$ cat src/rtl/sync_fifo_param.sv
// ---------------------------------------------------------------------------
// sync_fifo_param
//   Single-clock synchronous FIFO with an occupancy count, programmable
//   almost_full/almost_empty thresholds, one-cycle overflow/underflow error
//   pulses, and an optional first-word-fall-through read mode.
//
// Parameters
//   WORD_SIZE  data width in bits
//   ADDR_SIZE  pointer width, DEPTH = 2**ADDR_SIZE
//   AF_THRESH  almost_full  when count >= AF_THRESH
//   AE_THRESH  almost_empty when count <= AE_THRESH
//   FWFT       0 = registered read (1-cycle latency), 1 = first-word-fall-through
//
// Ports
//   clk           rising-edge clock
//   reset         synchronous, active-high; wins over wr_enb/rd_enb
//   data_in       write data
//   wr_enb        write request (accepted when not full)
//   rd_enb        read request (accepted when not empty)
//   data_out      read data
//   empty/full    count == 0 / count == DEPTH
//   almost_full   count >= AF_THRESH
//   almost_empty  count <= AE_THRESH
//   count         occupancy, 0..DEPTH
//   overflow      pulse: a write was rejected on the previous edge
//   underflow     pulse: a read was rejected on the previous edge
// ---------------------------------------------------------------------------
module sync_fifo_param #(
    parameter int WORD_SIZE = 8,
    parameter int ADDR_SIZE = 4,
    parameter int AF_THRESH = 12,
    parameter int AE_THRESH = 4,
    parameter int FWFT      = 0
) (
    input  logic                 clk,
    input  logic                 reset,
    input  logic [WORD_SIZE-1:0] data_in,
    input  logic                 wr_enb,
    input  logic                 rd_enb,
    output logic [WORD_SIZE-1:0] data_out,
    output logic                 empty,
    output logic                 full,
    output logic                 almost_full,
    output logic                 almost_empty,
    output logic [ADDR_SIZE:0]   count,
    output logic                 overflow,
    output logic                 underflow
);

    localparam int DEPTH = 2 ** ADDR_SIZE;
    localparam logic [ADDR_SIZE:0] DEPTH_C = (ADDR_SIZE + 1)'(DEPTH);
    localparam logic [ADDR_SIZE:0] AF_C    = (ADDR_SIZE + 1)'(AF_THRESH);
    localparam logic [ADDR_SIZE:0] AE_C    = (ADDR_SIZE + 1)'(AE_THRESH);

    logic [WORD_SIZE-1:0] mem [DEPTH];

    logic [ADDR_SIZE-1:0] wr_ptr_q, wr_ptr_d;
    logic [ADDR_SIZE-1:0] rd_ptr_q, rd_ptr_d;
    logic [ADDR_SIZE:0]   count_q, count_d;
    logic                 overflow_q, overflow_d;
    logic                 underflow_q, underflow_d;

    logic wr_accept;
    logic rd_accept;

    // Flags come from the registered count only, so they settle just after
    // the clock edge and never depend on this cycle's requests.
    assign empty        = (count_q == '0);
    assign full         = (count_q == DEPTH_C);
    assign almost_full  = (count_q >= AF_C);
    assign almost_empty = (count_q <= AE_C);
    assign count        = count_q;
    assign overflow     = overflow_q;
    assign underflow    = underflow_q;

    // Full blocks the write and empty blocks the read, which automatically
    // gives the read-wins-when-full / write-wins-when-empty behaviour for
    // simultaneous requests.
    assign wr_accept = wr_enb && !full;
    assign rd_accept = rd_enb && !empty;

    // Next-state for pointers, occupancy and error pulses.
    always_comb begin
        wr_ptr_d    = wr_ptr_q;
        rd_ptr_d    = rd_ptr_q;
        count_d     = count_q;
        overflow_d  = wr_enb && full;
        underflow_d = rd_enb && empty;

        if (wr_accept) begin
            wr_ptr_d = wr_ptr_q + ADDR_SIZE'(1);
        end
        if (rd_accept) begin
            rd_ptr_d = rd_ptr_q + ADDR_SIZE'(1);
        end

        case ({wr_accept, rd_accept})
            2'b10:   count_d = count_q + (ADDR_SIZE + 1)'(1);
            2'b01:   count_d = count_q - (ADDR_SIZE + 1)'(1);
            default: count_d = count_q;
        endcase
    end

    // Control state register; reset returns the FIFO to empty.
    always_ff @(posedge clk) begin
        if (reset) begin
            wr_ptr_q    <= '0;
            rd_ptr_q    <= '0;
            count_q     <= '0;
            overflow_q  <= 1'b0;
            underflow_q <= 1'b0;
        end else begin
            wr_ptr_q    <= wr_ptr_d;
            rd_ptr_q    <= rd_ptr_d;
            count_q     <= count_d;
            overflow_q  <= overflow_d;
            underflow_q <= underflow_d;
        end
    end

    // Storage array: not cleared by reset, but no write lands during reset.
    always_ff @(posedge clk) begin
        if (!reset && wr_accept) begin
            mem[wr_ptr_q] <= data_in;
        end
    end

    generate
        if (FWFT == 0) begin : g_registered_read
            logic [WORD_SIZE-1:0] data_out_q, data_out_d;

            // Output register loads the head word on an accepted read and
            // otherwise holds the last word read.
            always_comb begin
                data_out_d = data_out_q;
                if (rd_accept) begin
                    data_out_d = mem[rd_ptr_q];
                end
            end

            always_ff @(posedge clk) begin
                if (reset) begin
                    data_out_q <= '0;
                end else begin
                    data_out_q <= data_out_d;
                end
            end

            assign data_out = data_out_q;
        end else begin : g_fwft_read
            // Head word is shown directly; forced to zero when nothing is stored
            // so stale array contents never leak out after reset or drain.
            assign data_out = empty ? '0 : mem[rd_ptr_q];
        end
    endgenerate

endmodule
$ cat config.mk
export PLATFORM = sky130hd
export DESIGN_NAME = sync_fifo_param
export DESIGN_NICKNAME = d
export VERILOG_FILES = /design/src/rtl/sync_fifo_param.sv
export SDC_FILE = /design/constraint.sdc
export NUM_CORES = 1
export LEC_CHECK = 0
export ABC_AREA = 0
export BUFFER_PORTS_ARGS = -buffer_cell sky130_fd_sc_hd__buf_2
export CAP_MARGIN = 40
export CORE_AREA = 2 2 107 135
export DETAILED_ROUTE_END_ITERATION = 7
export DIE_AREA = 0 0 109 137
export GPL_ROUTABILITY_DRIVEN = 0
export PLACE_DENSITY = 0.66
export SYNTH_ARGS = -nofsm -noshare
export SYNTH_HDL_FRONTEND = slang
export SYNTH_SLANG_ARGS = --single-unit
export TNS_END_PERCENT = 50
$ cat constraint.sdc
create_clock -name clk -period 4.6 [get_ports clk]
set_clock_uncertainty 0.1 [all_clocks]
set_input_delay 0.92 -clock clk [delete_from_list [all_inputs] [get_ports clk]]
set_output_delay 0.92 -clock clk [all_outputs]
set_load 0.02 [all_outputs]
---- Word-level counts from Yosys, hierarchy flattened ----
Memories as Yosys holds them, arrays and structs flattened. A register that Yosys moved wholly into a read port is not among the register bits.
Cells that the tools add are included.
Widths: inputs -> output; s select.
storage, ports and cells
  flip-flop bits (word level) ............. 15
  output and inout port bits .............. 19
  logic and storage cells ................. 28
  memories ................................ 1
  bits of input ports ..................... 12
  memory bits (writable) .................. 128
memories
  name  words  bits a word  rd ports  clocked after memory_dff  wr ports  RTL line  source
  mem   16     8            1         1                         1         55        logic [WORD_SIZE-1:0] mem [DEPTH];
cells by class
  reductions and logical operators ........ 10
  muxes and demuxes ....................... 3
  $lt $le $gt $ge ......................... 2
  add/sub/neg operators ................... 4
  equality and inequality tests ........... 3
operator list
  cell                 number
  $pmux 5 s2           1
  $add 4x1->4 const B  2
  $add 5x1->5 const B  1
  $eq 5x5->1 const B   1
  $ge 5x4->1 const B   1
  $le 5x3->1 const B   1
  $logic_and 1x1->1    5
  $logic_not 5->1      1
  $sub 5x1->5 const B  1
  $logic_not 1->1      3
  $eq 2x1->1 const B   1
  $eq 2x2->1 const B   1
  $mux 1               2
  $reduce_bool 2->1    1

---- Logic depth before layout (Yosys ltp) ----
Gate-level depths: netlist of the first run.
  depth after elaboration ................. 6
  depth in mapped cells ................... 11
  gate-level depth less buffers ........... 9

---- Worst setup path after synthesis of the first run ----
Ideal clock, no wire load.
  kind .................................... reg-to-reg
  from .................................... register count_q[0] (netlist: count[0])
  to ...................................... register count_q[4] (netlist: count[4])
  arrival time ............................ 3.050 ns
  stages on the path, launching flop included .. 12
  data required time ...................... 4.379 ns
  buffers on the path ..................... 2
  slack ................................... 1.329 ns
  library setup time ...................... 0.121 ns
  clock period less this slack ............ 3.271 ns
  path through ............................ dfxtp_1 -> or4_1 -> buf_2 -> o21ai_4 -> inv_2 -> buf_6 -> ha_1 -> fa_1 -> a21o_1 -> a21oi_1 -> mux2i_1 -> mux2_2
on the way
  longest elaborated chain between the ends .. 5
  elaborated cells between the ends (all ways) .. 12
  those cells by class .................... add/sub (2); eq/ne (3); mux (1); reduce/logical (6)
ends and longest elaborated chain
  element                                                 RTL line  source
  from (decl)                                             59        logic [ADDR_SIZE:0] count_q, count_d;
  from (signal assigned)                                  115       count_q <= count_d;
  $logic_not 5->1 (*)                                     68        assign empty = (count_q == '0);
  $logic_not 1->1 (*)                                     80        assign rd_accept = rd_enb && !empty;
  $logic_and 1x1->1 (*)                                   80
  named net rd_accept                                     64        logic rd_accept;
  $eq 2x1->1 / $eq 2x2->1 (equally long branches)         97        case ({wr_accept, rd_accept})
  $pmux 5 s2 / $reduce_bool 2->1 (equally long branches)  -
The timed path passes the listed nets; every way through them passes the cells marked *.
A chain may end at the register's enable or synchronous reset.

---- Worst setup path in the final report of the first run ----
  from .................................... register count_q[0] (netlist: count[0])
  to ...................................... register count_q[4] (netlist: count[4])
on the way
  longest elaborated chain between the ends .. 5
  elaborated cells between the ends (all ways) .. 12
  those cells by class .................... add/sub (2); eq/ne (3); mux (1); reduce/logical (6)
ends and longest elaborated chain
  element                                                 RTL line
  $eq 5x5->1 / $logic_not 5->1 (equally long branches)    69, 68
  $logic_not 1->1, on equally long branches               79, 80
  $logic_and 1x1->1, on equally long branches             79, 80
  $eq 2x1->1 / $eq 2x2->1 (equally long branches)         97
  $pmux 5 s2 / $reduce_bool 2->1 (equally long branches)  -
Parallel ways exist; a longest one is shown, timed or not.

==> results.md, run 1 <==
- RSZ-0062 raised after global routing: false
- Primary FF master, synth: edfxtp_1
- Via count: 3209
- Hold crit path type: reg2reg
- Total CTS buffers: 17
- Largest net degree at the start of global routing: 30
- Final cell count without fillers: 594
- Routed wire per std cell: 20.41 µm
- Period minus WS final: 3492 ps
- Die H: 137 µm
- GRT overflow: 0
- Flops & latches, synth: 151
- Hold Crit Start: data_out[0]$_SDFFE_PP0P_
- Clock net sink count: 151
- DRT Pass-1 Iters: 4
- Final setup viols: 0
- Clk buf depth: 2
- Setup bufs post-CTS: 0
- 1st-iter DRT viols: 210
- Hold Fails Final Rpt: 0
- Post-route ant nets: 0
- Yosys warnings: 0
- Hold Path Sink: data_out[0]$_SDFFE_PP0P_
- Max H-tree Level: 4
- CP max FO: 11
- Antenna diodes: 0
- Post-Synthesis Cells: 371
- Die X: 109 µm
- Maximum VDD drop: 331.2 µV
- Overall routed net length: 12120 µm
- Hold Path Cell Cnt: 2
- Multi-input combinational cell area: 0.001622 mm²
- HPWL after DPL: 7915 µm
- Sequential cell area: 0.004305 mm²
- Element type at the critical path end: flip-flop
- Vias in the first global route: 3269
- Maximum clock frequency: 286.4 MHz
- Post-synth cell types: 39
- Final Max Tran Viols: 0
- Root Buffer: clkbuf_16
- Worst r2r src: count[0]$_SDFFE_PP0P_
- Status: completed
- Max-slew headroom: 40.97%
- Worst EP arrival: 3690 ps
- RR Endpoint: count[4]$_SDFFE_PP0P_
- Area contributors post-synth: edfxtp_1, dfxtp_1, mux4_2, mux2i_1, ha_1
- Synth top area share: 63.48%
- Seq/Total Area, Yosys: 71.09%
- Initial Util: 44.41%
- Syn Area/Cell: 16.32 µm²
- Total GRT Usage: 17.69%
- Leak: 2.326 nW
- R2R setup slack: 1110 ps
- Overall power: 3.776 mW
- Fin crit share: 75.91%
- Nets: 428
- Worst slew pin tran: 882.2 ps
- Maximum capacitance violations: 0
- Top Ports: 31
- Die ar.: 0.01493 mm²
- Row count: 48
- Fin util: 50.95%
- Commonest cells post-synth: edfxtp_1, mux2i_1, nor2_1
- Post-synth EDFFs: 128
- Cell with the most instances after synthesis: edfxtp_1
- Fill cells: 1147
- Synth-to-Final Area Change: 14.71%
- Clock transition at path regs: 60 ps
- Synth async-reset ratio: 0%
- CP Class: reg2reg
- Placed Cells: 562
- Hold_buf cts: 0
- Layout cells sized above 1: 23.15%
- Initial antenna violation count: 0
- PwrDens: 543.6 mW/mm²
- Insertion delay to the later sink of the worst-skew pair: 410 ps
- CP startpoint kind: flip-flop
- Critical path required time: 4800 ps
- DRC: 0
- Yosys top cell by area: edfxtp_1
- Core area: 0.01363 mm²
- First-pass GRT wire length: 18580 µm
- # port buffers: 30
- # resized after CTS: 0
- Setup TNS: 0 ps
- CTS tree: built
- Worst Reg-to-Reg Cells: 9
- DR vias/cell: 5.402
- Synth Cell Area: 0.006055 mm²
- Synth Net Count: 393
[final cells by class]
type                       count  area share (%)
tap                          175           3.153
sequential                   151           61.99
timing repair buffer          37           3.099
clock inverter                13           1.657
clock buffer                  19           6.377
inverter                       7          0.3783
multi-input combinational    192           23.35
[registers in the layout (all words and copies together) (netlist names)]
signal	flops
count	5
data_out	8
mem	128
overflow	1
rd_ptr_q	4
underflow	1
wr_ptr_q	4
[metal layers]
| layer | share of wire [%] | GRT usage, % | up-vias |
|---|---|---|---|
| li1 | - | - | 1515 |
| met1 | 40 | 21.73 | 1600 |
| met2 | 53 | 29.95 | 80 |
| met3 | 5.0 | 4.143 | 14 |
| met4 | 2.2 | 7.194 | 0 |
| met5 | 0 | 0 | - |
[critical path, cell delays in order, from the launching register on]
cell and delay [ps]:
dfxtp_1 380, or4_1 700, o21ai_4 350, inv_2 200, ha_1 320, fa_1 430, a21o_1 170, a21oi_1 180
mux2i_1 220, mux2_2 340
[logic make-up (layout without fill, tap and decap cells)]
group	Yosys count	count (layout)	share of synthesized area, %
XOR/XNOR	9	9	1.302
AND/OR/NAND/NOR	82	82	6.758
AO/OA/AOI/OAI	39	39	4.608
multiplexers	52	52	11.92
adder cells (fa/ha/maj)	10	10	2.191
flip-flops	151	151	71.09
buffers and inverters	28	76	2.128
[through the flow]
step                hold WS, ps  cell area, µm²  setup slack [ps]
global placement          386.3            6367              1184
global route              421.8            6945             922.0
floorplan                 409.2            6055              1329
detailed placement        388.9            6387              1122
finish                    397.9            6945              1108
CTS                       401.9            6945              1094
[worst max-delay path by stage]
stage | slack (ps) | endpoint | cells after the start | startpoint
final | 1110 | count[4]$_SDFFE_PP0P_ | 9 | count[0]$_SDFFE_PP0P_
after global routing | 920 | count[4]$_SDFFE_PP0P_ | 9 | count[0]$_SDFFE_PP0P_
after CTS | 1090 | count[4]$_SDFFE_PP0P_ | 9 | count[0]$_SDFFE_PP0P_
after detailed placement | 1120 | count[4]$_SDFFE_PP0P_ | 9 | count[0]$_SDFFE_PP0P_
after global placement | 1180 | count[4]$_SDFFE_PP0P_ | 9 | count[0]$_SDFFE_PP0P_
after floorplan | 1330 | count[4]$_SDFFE_PP0P_ | 11 | count[0]$_SDFFE_PP0P_
[power breakdown]
| group | leakage [nW] | switching, mW | internal (mW) |
|---|---|---|---|
| registers | 1.34 | 0.0789 | 1.57 |
| logic | 0.701 | 0.503 | 0.321 |
| clock network | 0.284 | 0.541 | 0.763 |
[cells in the final DEF, fill, tap and decap left out, drive strengths merged, types with 5 or more instances in the layout]
cell      n
a21oi     5
a22o      8
buf      37
clkbuf   19
dfxtp    23
edfxtp  128
ha        9
inv      15
mux2i    35
mux4     16
nand2    10
nor2     35
nor3     14
nor4      9
o22ai    16
xor2      5
No activity file was read; power rests on OpenSTA's default activity.
==> inputs of run 2 (changes only) <==
- clock period: 4.6 -> 3.5 ns (I/O delays scaled with it)
==> run 2 against run 1 <==
Compared with the run above:
- sequential cell count unchanged
- non-clock buffer count increased by 13
- largest cell class unchanged
- combinational power up 33%
- first-iteration DRC count decreased by 6.7%
- total power increased by 34%
- worst hold slack better by 0.72 ps
- critical path depth unchanged
==> results.md, run 2 (synthesized netlist as in run 1, its figures left out) <==
- CP startpoint kind: flip-flop
- Worst setup endpoint: count[4]$_SDFFE_PP0P_
- # port buffers: 30 (unchanged)
- Hold Path Cell Cnt: 2 (unchanged)
- Pre-CTS setup slack: 248.8 ps (-873.1 ps)
- Antenna diodes: 0 (unchanged)
- Vias in the first global route: 3450 (+5.5%)
- Biggest register: mem
- Switching share of power: 29.79% (+0.044 points)
- Worst Reg-to-Reg Cells: 9 (unchanged)
- Root Buffer: clkbuf_16
- Maximum clock frequency: 305.9 MHz (+6.8%)
- Routed wire per std cell: 20.61 µm (+1.0%)
- CP max FO: 11 (unchanged)
- Critical path required time: 3700 ps (-1100 ps)
- Nets: 441 (+3.0%)
- Fin crit share: 93.39% (+17 points)
- Total GRT Usage: 18.10% (+0.40 points)
- Most frequent cells in the layout: edfxtp_1, mux2i_1, buf_2
- Die ar.: 0.01493 mm² (unchanged)
- 1st-iter DRT viols: 196 (-6.7%)
- Top Ports: 31 (unchanged)
- Overall routed net length: 12510 µm (+3.2%)
- Setup bufs post-CTS: 0 (unchanged)
- Status: completed
- Net switching power: 1.509 mW (+34%)
- Via count: 3296 (+2.7%)
- RSZ-0062 raised after global routing: false
- # resized after CTS: 0 (unchanged)
- Worst slew pin tran: 680.7 ps (-201.5 ps)
- Insertion delay to the later sink of the worst-skew pair: 410 ps (about the same)
- Gate power share: 21.7% (about the same)
- PwrDens: 716.3 mW/mm² (+32%)
- Initial antenna violation count: 0 (unchanged)
- R2R setup slack: 230 ps (-880 ps)
- CTS tree: built
- Die X: 109 µm (unchanged)
- GRT overflow: 0 (unchanged)
- Fin util: 51.85% (+0.91 points)
- CP Class: reg2reg
- First-pass GRT wire length: 18980 µm (+2.1%)
- Clock transition at path regs: 60 ps (about the same)
- Flop pwr share: 42.7% (-0.9 points)
- Row count: 48 (unchanged)
- RR Endpoint: count[4]$_SDFFE_PP0P_
- DRT Pass-1 Iters: 6 (+2)
- Element type at the critical path end: flip-flop
- Final Max Tran Viols: 0 (unchanged)
- Fill cells: 1123 (-2.1%)
- Max-slew headroom: 54.53% (+14 points)
- Maximum capacitance violations: 0 (unchanged)
- Placed Cells: 575 (+2.3%)
- Initial Util: 44.41% (unchanged)
- Clock net sink count: 151 (unchanged)
- Clk buf depth: 2 (unchanged)
- Internal: 3.555 mW (+34%)
- Setup TNS: 0 ps (unchanged)
- Setup WS post-layout: 231.4 ps (-876.7 ps)
- Post-route ant nets: 0 (unchanged)
- Worst EP arrival: 3470 ps (-220 ps)
- Hold crit path type: reg2reg
- Final setup viols: 0 (unchanged)
- Synth-to-Final Area Change: 16.76%
- Final cell count without fillers: 607 (+2.2%)
- Worst r2r src: count[0]$_SDFFE_PP0P_
- Most common cell after layout, fill and taps aside: edfxtp_1
- Clock share of power: 35.6% (+1.0 points)
- Largest net degree at the start of global routing: 27 (-10%)
- Hold Fails Final Rpt: 0 (unchanged)
- Maximum VDD drop: 468.4 µV (+41%)
- Core area: 0.01363 mm² (unchanged)
- Worst Setup SP: count[0]$_SDFFE_PP0P_
- HPWL after DPL: 8132 µm (+2.7%)
- Max H-tree Level: 4 (unchanged)
- Total CTS buffers: 17 (unchanged)
- Layout cells sized above 1: 25.69% (+2.5 points)
- DR vias/cell: 5.430 (+0.51%)
- Hold_buf cts: 0 (unchanged)
- Die H: 137 µm (unchanged)
- Leak: 2.390 nW (+2.8%)
- DRC: 0 (unchanged)
- Hold Crit Start: data_out[3]$_SDFFE_PP0P_
- Period minus WS final: 3269 ps (-223.3 ps)
- Max reg flops: 128 (unchanged)
## run 2: per-layer routing
metal  GRT usage, %  part of all wire [%]  vias up
met2          31.82                    54       95
met3          4.238                   4.3       17
met1          20.51                    39     1652
met5              0                     0        -
li1               -                     -     1532
met4          8.761                   3.0        0
## run 2: cell type report
| type | instances | area [µm²] | share of cell area (%) |
|---|---|---|---|
| multi-input combinational | 192 | 1622 | 22.94 |
| tap | 175 | 219.0 | 3.097 |
| clock inverter | 15 | 171.4 | 2.425 |
| clock buffer | 17 | 425.4 | 6.018 |
| timing repair buffer | 50 | 300.3 | 4.248 |
| sequential | 151 | 4305 | 60.90 |
| inverter | 7 | 26.28 | 0.3717 |
## run 2: worst max-delay path, stage by stage (launching register included)
cell	delay [ps]
dfxtp_1	380
or4_1	690
o21ai_4	190
inv_2	150
ha_1	300
fa_1	430
a21o_1	170
a21oi_1	190
mux2i_1	210
mux2_2	340
## run 2: per-stage QoR
step	area [µm²]	hold WS, ps	total power [mW]
5_1_grt	7069	418.1	5.291
3_5_place_dp	6472	384.9	3.312
3_3_place_gp	6472	386.7	3.282
2_1_floorplan	6055	409.2	2.992
6_report	7069	398.6	5.064
4_1_cts	7069	399.0	5.113
## run 2: worst min path at each step
stage / endpoint
2_1_floorplan: rd_ptr_q[1]$_SDFFE_PP0P_
3_3_place_gp: data_out[6]$_SDFFE_PP0P_
3_5_place_dp: data_out[3]$_SDFFE_PP0P_
4_1_cts: data_out[3]$_SDFFE_PP0P_
5_1_grt: data_out[3]$_SDFFE_PP0P_
6_report: data_out[3]$_SDFFE_PP0P_
## run 2: power groups by stage
stage / combinational (mW) / clock [mW] / sequential (mW)
final: 1.10 / 1.80 / 2.16
after global routing: 1.21 / 1.91 / 2.18
after CTS: 1.12 / 1.83 / 2.16
after detailed placement: 1.11 / 0 / 2.20
after global placement: 1.09 / 0 / 2.19
after floorplan: 0.722 / 0 / 2.27
